$ cat config.mk
export PLATFORM = sky130hd
export DESIGN_NAME = uart_tx_fifo_flat
export DESIGN_NICKNAME = d
export VERILOG_FILES = /design/src/rtl/uart_tx_fifo_if.sv /design/src/rtl/uart_tx_fifo.sv /design/src/flat_wrapper.sv
export SDC_FILE = /design/constraint.sdc
export NUM_CORES = 1
export LEC_CHECK = 0
export ABC_CLOCK_PERIOD_IN_PS = 4300
export CAP_MARGIN = 10
export CORE_ASPECT_RATIO = 0.75
export CORE_MARGIN = 1.5
export CORE_UTILIZATION = 50
export DETAILED_ROUTE_END_ITERATION = 7
export HOLD_SLACK_MARGIN = 0.1
export PLACE_DENSITY = 0.71
export RECOVER_POWER = 50
export SLEW_MARGIN = 15
export SYNTH_ARGS = -nofsm -noshare
export SYNTH_HDL_FRONTEND = slang
export SYNTH_SLANG_ARGS = --single-unit
$ cat constraint.sdc
create_clock -name clk -period 4.3 [get_ports clk]
set_input_delay 0.86 -clock clk [delete_from_list [all_inputs] [get_ports clk]]
set_output_delay 0.86 -clock clk [all_outputs]
set_load 0.02 [all_outputs]
$ cat src/rtl/uart_tx_fifo_if.sv
// Byte stream in, UART strobe out: groups the producer handshake and the svc_uart_tx signals.
// The slave modport is the FIFO; the master modport is the producer plus transmitter side.
interface uart_tx_fifo_if;
    logic       s_valid;
    logic [7:0] s_data;
    logic       s_ready;
    logic       utx_en;
    logic [7:0] utx_data;
    logic       utx_busy;

    modport slave (
        input  s_valid,
        input  s_data,
        input  utx_busy,
        output s_ready,
        output utx_en,
        output utx_data
    );

    modport master (
        output s_valid,
        output s_data,
        output utx_busy,
        input  s_ready,
        input  utx_en,
        input  utx_data
    );
endinterface

$ cat src/rtl/uart_tx_fifo.sv
// uart_tx_fifo: DEPTH-byte FIFO feeding svc_uart_tx one byte per 1-cycle utx_en; UART_TX_FIFO_CRLF_EN expands LF to CR,LF.
// Latency: utx_en 2 cycles after a push into an empty FIFO; backpressure: s_ready = !full, never depends on s_valid.
module uart_tx_fifo #(
    parameter  int DEPTH = 16,
    localparam int AW    = $clog2(DEPTH)
) (
    input  logic                 clk,
    input  logic                 rst_n,
    uart_tx_fifo_if.slave        bus,
    output logic [AW:0]          fifo_count_o,
    output logic                 idle_o
);

    typedef enum logic [1:0] {
        ST_IDLE  = 2'd0,
        ST_ISSUE = 2'd1,
        ST_HOLD  = 2'd2
    } state_t;

    localparam logic [AW:0] PTR_ONE = {{AW{1'b0}}, 1'b1};

    state_t      state_q, state_d;
    logic [AW:0] wr_ptr_q, wr_ptr_d;
    logic [AW:0] rd_ptr_q, rd_ptr_d;
    logic        utx_en_q, utx_en_d;
    logic [7:0]  utx_data_q, utx_data_d;
    logic [7:0]  mem_q [DEPTH];

    logic        full;
    logic        empty;
    logic        push;
    logic [7:0]  head;

    // Extra pointer MSB tells a full FIFO apart from an empty one.
    assign full  = (wr_ptr_q[AW] != rd_ptr_q[AW]) &&
                   (wr_ptr_q[AW-1:0] == rd_ptr_q[AW-1:0]);
    assign empty = (wr_ptr_q == rd_ptr_q);
    assign push  = bus.s_valid && !full;
    assign head  = mem_q[rd_ptr_q[AW-1:0]];

`ifdef UART_TX_FIFO_CRLF_EN
    logic cr_done_q, cr_done_d;
`endif

    always_comb begin
        state_d    = state_q;
        wr_ptr_d   = wr_ptr_q;
        rd_ptr_d   = rd_ptr_q;
        utx_en_d   = 1'b0;
        utx_data_d = utx_data_q;
`ifdef UART_TX_FIFO_CRLF_EN
        cr_done_d  = cr_done_q;
`endif

        if (push) begin
            wr_ptr_d = wr_ptr_q + PTR_ONE;
        end

        case (state_q)
            ST_IDLE: begin
                if (!empty && !bus.utx_busy) begin
`ifdef UART_TX_FIFO_CRLF_EN
                    // LF stays at the head until its CR has gone out.
                    if (head == 8'h0A && !cr_done_q) begin
                        utx_data_d = 8'h0D;
                        cr_done_d  = 1'b1;
                    end else begin
                        rd_ptr_d   = rd_ptr_q + PTR_ONE;
                        utx_data_d = head;
                        cr_done_d  = 1'b0;
                    end
`else
                    rd_ptr_d   = rd_ptr_q + PTR_ONE;
                    utx_data_d = head;
`endif
                    utx_en_d = 1'b1;
                    state_d  = ST_ISSUE;
                end
            end
            ST_ISSUE: begin
                state_d = ST_HOLD;
            end
            ST_HOLD: begin
                if (!bus.utx_busy) begin
                    state_d = ST_IDLE;
                end
            end
            default: begin
                state_d = ST_IDLE;
            end
        endcase
    end

    always_ff @(posedge clk or negedge rst_n) begin
        if (!rst_n) begin
            state_q    <= ST_IDLE;
            wr_ptr_q   <= '0;
            rd_ptr_q   <= '0;
            utx_en_q   <= 1'b0;
            utx_data_q <= 8'h00;
        end else begin
            state_q    <= state_d;
            wr_ptr_q   <= wr_ptr_d;
            rd_ptr_q   <= rd_ptr_d;
            utx_en_q   <= utx_en_d;
            utx_data_q <= utx_data_d;
        end
    end

`ifdef UART_TX_FIFO_CRLF_EN
    always_ff @(posedge clk or negedge rst_n) begin
        if (!rst_n) begin
            cr_done_q <= 1'b0;
        end else begin
            cr_done_q <= cr_done_d;
        end
    end
`endif

    // Storage needs no reset: pointers alone define which entries are live.
    always_ff @(posedge clk) begin
        if (push) begin
            mem_q[wr_ptr_q[AW-1:0]] <= bus.s_data;
        end
    end

    assign bus.s_ready   = !full;
    assign bus.utx_en    = utx_en_q;
    assign bus.utx_data  = utx_data_q;
    assign fifo_count_o  = wr_ptr_q - rd_ptr_q;
    assign idle_o        = empty && (state_q == ST_IDLE) && !bus.utx_busy;

endmodule

$ cat src/flat_wrapper.sv
// flat-port wrapper written by rule: the top's interface ports become plain ports
module uart_tx_fifo_flat 
#(
    parameter  int DEPTH = 16,
    localparam int AW    = $clog2(DEPTH)
)
  (clk, rst_n, fifo_count_o, idle_o, bus_s_valid, bus_s_data, bus_utx_busy, bus_s_ready, bus_utx_en, bus_utx_data);
  uart_tx_fifo_if bus_i ();
  input  logic clk;
  input  logic rst_n;
  output logic [AW:0] fifo_count_o;
  output logic idle_o;
  input wire logic [$bits(bus_i.s_valid)-1:0] bus_s_valid;
  input wire logic [$bits(bus_i.s_data)-1:0] bus_s_data;
  input wire logic [$bits(bus_i.utx_busy)-1:0] bus_utx_busy;
  output wire logic [$bits(bus_i.s_ready)-1:0] bus_s_ready;
  output wire logic [$bits(bus_i.utx_en)-1:0] bus_utx_en;
  output wire logic [$bits(bus_i.utx_data)-1:0] bus_utx_data;
  assign bus_i.s_valid = bus_s_valid;
  assign bus_i.s_data = bus_s_data;
  assign bus_i.utx_busy = bus_utx_busy;
  assign bus_s_ready = bus_i.s_ready;
  assign bus_utx_en = bus_i.utx_en;
  assign bus_utx_data = bus_i.utx_data;
  uart_tx_fifo #(.DEPTH(DEPTH)) u_core (.clk(clk), .rst_n(rst_n), .bus(bus_i), .fifo_count_o(fifo_count_o), .idle_o(idle_o));
endmodule
; ---- Word level (Yosys, flattened, before mapping)
; Memories as Yosys holds them, arrays and structs flattened. A register that Yosys moved wholly into a read port is not among the register bits.
; Index checks and enable logic that the tools add are counted.
; W data, S select, Z words.
[word_totals]
ff_bits = 13
ramBits = 128
input_bits = 12
out_inout_bits = 16
elab_cells = 34
n_memories = 1
[memory_table]
columns = name, depth, word_bits, rd, rd_ports_with_merged_regs, wr, line
row1 = u_core.mem_q, 16, 8, 1, 1, 1, uart_tx_fifo.sv:27  ; logic [7:0] mem_q [DEPTH];
[op_classes]
add_sub_neg = 3
eq_ne = 7
mux = 7
n_reduce_logical = 12
[ops]
columns = op, n
row1 = $add A5 B1 Y5 const B, 2
row2 = $pmux W2 S3, 1
row3 = $eq A5 B5 Y1, 1
row4 = $logic_and A1 B1 Y1, 5
row5 = $sub A5 B5 Y5, 1
row6 = $eq A4 B4 Y1, 1
row7 = $logic_not A1 Y1, 4
row8 = $mux W1, 4
row9 = $mux W2, 2
row10 = $reduce_and A2 Y1, 2
row11 = $eq A2 B1 Y1 const B, 1
row12 = $eq A2 B2 Y1 const B, 1
row13 = $logic_not A2 Y1, 1
row14 = $ne A2 B1 Y1 const B, 1
row15 = $ne A2 B2 Y1 const B, 1
row16 = $ne A1 B1 Y1, 1

; ---- Depth between registers and ports, before layout
[logic_depth]
ltp_word = 6
mapped_depth = 11
depth_no_buf = 7

; ---- Worst setup path after synthesis
; No wires, ideal clock.
[synth_timing]
path_kind = flip-flop to output port
startpoint = register u_core.rd_ptr_q[1]
endpoint = output port idle_o
arrival_ps = 2346
required_time_ps = 3440
path_slack_ps = 1094
path_stages_with_launch = 10
n_path_buf = 4
path_cell_list = dfrtp_1 > buf_4 > buf_4 > buf_2 > inv_1 > ha_1 > and4_1 > buf_2 > nand2_1 > nor4_1
[synth_via]
elab_chain_len = 3
[synth_lines]
columns = item, line
row1 = "start, declared", uart_tx_fifo.sv:24  ; logic [AW:0] rd_ptr_q, rd_ptr_d;
row2 = "start signal, assigned", uart_tx_fifo.sv:104  ; rd_ptr_q <= rd_ptr_d;
row3 = $eq A5 B5 Y1, uart_tx_fifo.sv:37  ; assign empty = (wr_ptr_q == rd_ptr_q);
row4 = $logic_and A1 B1 Y1 (2 in a row), uart_tx_fifo.sv:131  ; assign idle_o = empty && (state_q == ST_IDLE) && !bus.utx_busy;
row5 = "end, declared", flat_wrapper.sv:12  ; output logic idle_o;
; Every way passes these cells.

; ---- Worst setup path after layout
[layout_timing]
startpoint = register u_core.rd_ptr_q[2]
endpoint = memory u_core.mem_q[6][1], enable pin
[layout_via]
elab_chain_len = 6
[layout_lines]
columns = item, line
row1 = $eq A4 B4 Y1, uart_tx_fifo.sv:36  ; (wr_ptr_q[AW-1:0] == rd_ptr_q[AW-1:0]);
row2 = $logic_and A1 B1 Y1, uart_tx_fifo.sv:35  ; assign full = (wr_ptr_q[AW] != rd_ptr_q[AW]) &&
row3 = $logic_not A1 Y1, uart_tx_fifo.sv:38  ; assign push = bus.s_valid && !full;
row4 = $logic_and A1 B1 Y1, uart_tx_fifo.sv:38
row5 = $mux W1, uart_tx_fifo.sv:122  ; if (push) begin
row6 = $mux W1 (implied by the code), uart_tx_fifo.sv:123  ; mem_q[wr_ptr_q[AW-1:0]] <= bus.s_data;
row7 = "end, declared", uart_tx_fifo.sv:27
; Every way passes these cells.

==> metrics.yaml <==
outcome: "finished, final reports clean"
synth_seq_cells: 149
routedWlPerCell_um: 21.3
endpoint_kind: "register"
holdBufCountCts: 0
yosys.area_share.simple_pct: 4.27
tightestPinTransition_ns: 1.22
antennaDiodeCount: 0
track_usage_pct: 20.9
worstSetupPathType: "register to register"
switching_share_pct: 32.5
htreeDepth: 4
multiInputGateArea_sq_mm: 0.00148
vias: 3140
die_x_um: 129
cts_resized: 0
slew_violations: 0
clkTransAtPathRegs_ns: 0.06
wl_met1_mm: 5.49
cts_buffers: 17
syn-num-nets: 366
start_kind: "register"
path_buf_inv: 2
final_util_pct: 60.0
place_ws_ns: 1.12
grt_overflow: 0
crit_slowest_cell: "a21boi_0"
p_sw_mw: 1.65
clkSinkCount: 149
period_minus_slack_ns: 3.64
synth-main-ff-cell: "edfxtp_1"
synth_async_sr_flop_share_pct: 14.1
leakage_nw: 2.38
vias_per_cell: 5.68
fillers: 873
yosysUniqueCellTypes: 34
gp_congestion: 0.789
drive_gt1_share_pct: 13.0
dr.pass1.iters: 4
clock_latency_ns: 0.42
rsz0062_at_grt: "false"
synth_edf_count: 128
muxShareOfSynthArea_pct: 11.4
drc_errors: 0
routed_wl_mm: 11.8
setup_viol: 0
clkPwrFrac_pct: 28.4
root_buffer: "clkbuf_16"
ant_nets: 0
arrival_ns: 3.69
yosysWarnings: 0
grt_pass1_vias: 3227
synth-seq-area-share_pct: 73.0
hold_ws_ns: 0.526
hpwlAfterDp_mm: 7.29
syn-cell-area_sq_mm: 0.00598
start_util_pct: 51.5
synthAdderAreaFrac_pct: 2.22
setup_ws_ns: 0.657
yosys-top-cells-area: "edfxtp_1 (64%), dfrtp_1 (8.8%), mux4_2 (6.0%)"
area_growth_syn_to_layout_pct: 16.4
grt_max_degree: 51
synth_compound_area_share_pct: 4.98
period_share_pct: 84.7
clock_path_buffers: 2
routed.top_layer: "met4"
seq_power_share_pct: 38.5
postCtsSetupBuffers: 0
regArea_sq_mm: 0.00437
finalSetupTns_ns: 0
nNetsFinal: 402
relSlewSlack_pct: 18.5
p_int_mw: 3.42
met3WireLength_um: 783
die_area_sq_mm: 0.0126
hold_viol_final: 0
cpLargestDelayFamily: "simple AND/OR/NAND/NOR gates"
synth_xor_area_share_pct: 1.90
row_count: 34
die_y_um: 97.7
max_clock_freq_mhz: 274
cp_max_fo: 24
ios: 28
synth_top_area_share_pct: 64.2
synthCells: 344
port_buffers: 27
cap_viol_max_count: 0
drt_iter0_markers: 394
vdd_drop_max_uv: 411
antenna_found_initial: 0
worstPathCellList: "buf_4 -> inv_1 -> ha_1 -> and4_1 -> a21boi_0 -> nand2_1 -> nor2_1"
cts_tree: "yes"
powerDensity_mw_per_mm2: 728
core-area_sq_mm: 0.0116
hp-class: "register to register"
synth_top_family_by_area: "multiplexers"
met2_length_mm: 5.31
critPathRequiredTime_ns: 4.35
grt_pass1_wl_mm: 18.4
post_synth.cell_area_avg_sq_um: 17.4
pwr-share-comb_pct: 33.1
skew_ns: 0.0161
cpPeakStageDelay_ns: 0.92
yosysTopAreaCell: "edfxtp_1"
[worst register-to-register path: cells and delay by family (launching register included)]
| family | cells | cell delay [ns] |
|---|---|---|
| and+or+nand+nor | 3 | 1.28 |
| DFF | 1 | 0.32 |
| buffers and inverters | 2 | 0.40 |
| adders and majority gates | 1 | 0.35 |
| AOI/OAI and AO/OA | 1 | 0.92 |
[area by class of cell]
type / instances / share of cell area, %
multi-input combinational: 169 / 21.2
tap: 162 / 2.91
sequential: 149 / 62.7
clock buffer: 20 / 6.27
inverter: 9 / 0.485
timing repair buffer: 34 / 4.49
clock inverter: 10 / 1.92
[worst paths after layout]
kind                                                      from                             end  slack, ns  depth (start not counted)
min in group asynchronous                                rst_n  u_core.rd_ptr_q[1]$_DFFE_PN0P_       0.68                          1
worst min register to register  u_core.wr_ptr_q[4]$_DFFE_PN0P_  u_core.wr_ptr_q[4]$_DFFE_PN0P_       0.53                          1
worst max-delay path            u_core.rd_ptr_q[2]$_DFFE_PN0P_    u_core.mem_q[6][1]$_DFFE_PP_       0.66                          7
max in group asynchronous                                rst_n  u_core.rd_ptr_q[1]$_DFFE_PN0P_       2.81                          1
worst min-delay path            u_core.wr_ptr_q[4]$_DFFE_PN0P_  u_core.wr_ptr_q[4]$_DFFE_PN0P_       0.53                          1
worst max register to register  u_core.rd_ptr_q[2]$_DFFE_PN0P_    u_core.mem_q[6][1]$_DFFE_PP_       0.66                          7
[routing by layer]
| metal | GRT usage, % | up-vias |
|---|---|---|
| met3 | 5.64 | 17 |
| met2 | 29.5 | 120 |
| met4 | 7.78 | 0 |
| li1 | - | 1417 |
| met5 | 0 | - |
| met1 | 31.4 | 1586 |
[cell usage in the layout (no fill, tap or decap), types with 8 or more instances in the layout]
cell type | synthesis | routed
ha_1 | 9 | 9
inv_1 | 9 | 9
clkbuf_16 | 0 | 17
dlygate4sd3_1 | 0 | 12
clkdlybuf4s50_1 | 0 | 14
edfxtp_1 | 128 | 128
mux4_2 | 16 | 16
a22oi_1 | 8 | 8
o22ai_1 | 16 | 16
dfrtp_1 | 21 | 20
nor2_1 | 28 | 28
nand2_1 | 10 | 10
mux2i_1 | 32 | 32
xnor2_1 | 10 | 10
a31oi_1 | 8 | 8
[synthesized netlist by cell type (2+ instances only)]
cell and number:
nand3_1 2, nor3_1 4, buf_1 2, mux2i_1 32, buf_4 6, xnor2_1 10, buf_2 5, ha_1 9
clkbuf_1 3, dfrtp_1 21, edfxtp_1 128, a21oi_1 2, nand2_1 10, nand4_1 4, inv_1 9, nand2b_1 2
mux4_2 16, a22oi_1 8, a21o_1 2, nor2_1 28, o22ai_1 16, o21ai_0 3, xor2_1 3, nand3b_1 2
a31oi_1 8
[cell families (layout without fill, tap and decap cells)]
group / Yosys count / in the layout
fa+ha+maj: 10 / 10
simple gates: 56 / 56
mux: 48 / 48
compound gates: 42 / 42
xor+xnor: 13 / 13
flops: 149 / 149
buf+inv: 26 / 73
[flip-flops by register name, indices dropped and copies added, names as in the netlist]
signal and count:
u_core.state_q 2, u_core.rd_ptr_q 5, u_core.mem_q 128, u_core.bus.utx_data 8
u_core.bus.utx_en 1, u_core.wr_ptr_q 5
[through the flow]
step | power [mW] | std cells | cell area [sq um]
5_1_grt | 5.32 | 553 | 6970
3_5_place_dp | 3.67 | 523 | 6410
2_1_floorplan | 3.10 | 344 | 5980
4_1_cts | 5.11 | 553 | 6980
6_report | 5.07 | 553 | 6970
3_3_place_gp | 3.63 | 523 | 6410
[power by group through the flow]
stage	clock [mW]	combinational (mW)	sequential [mW]
after floorplan	0	1.15	1.95
after global placement	0	1.67	1.96
after detailed placement	0	1.70	1.97
after CTS	1.46	1.70	1.95
after global routing	1.53	1.82	1.97
final	1.44	1.68	1.95
(Power assumes the default switching activity.)
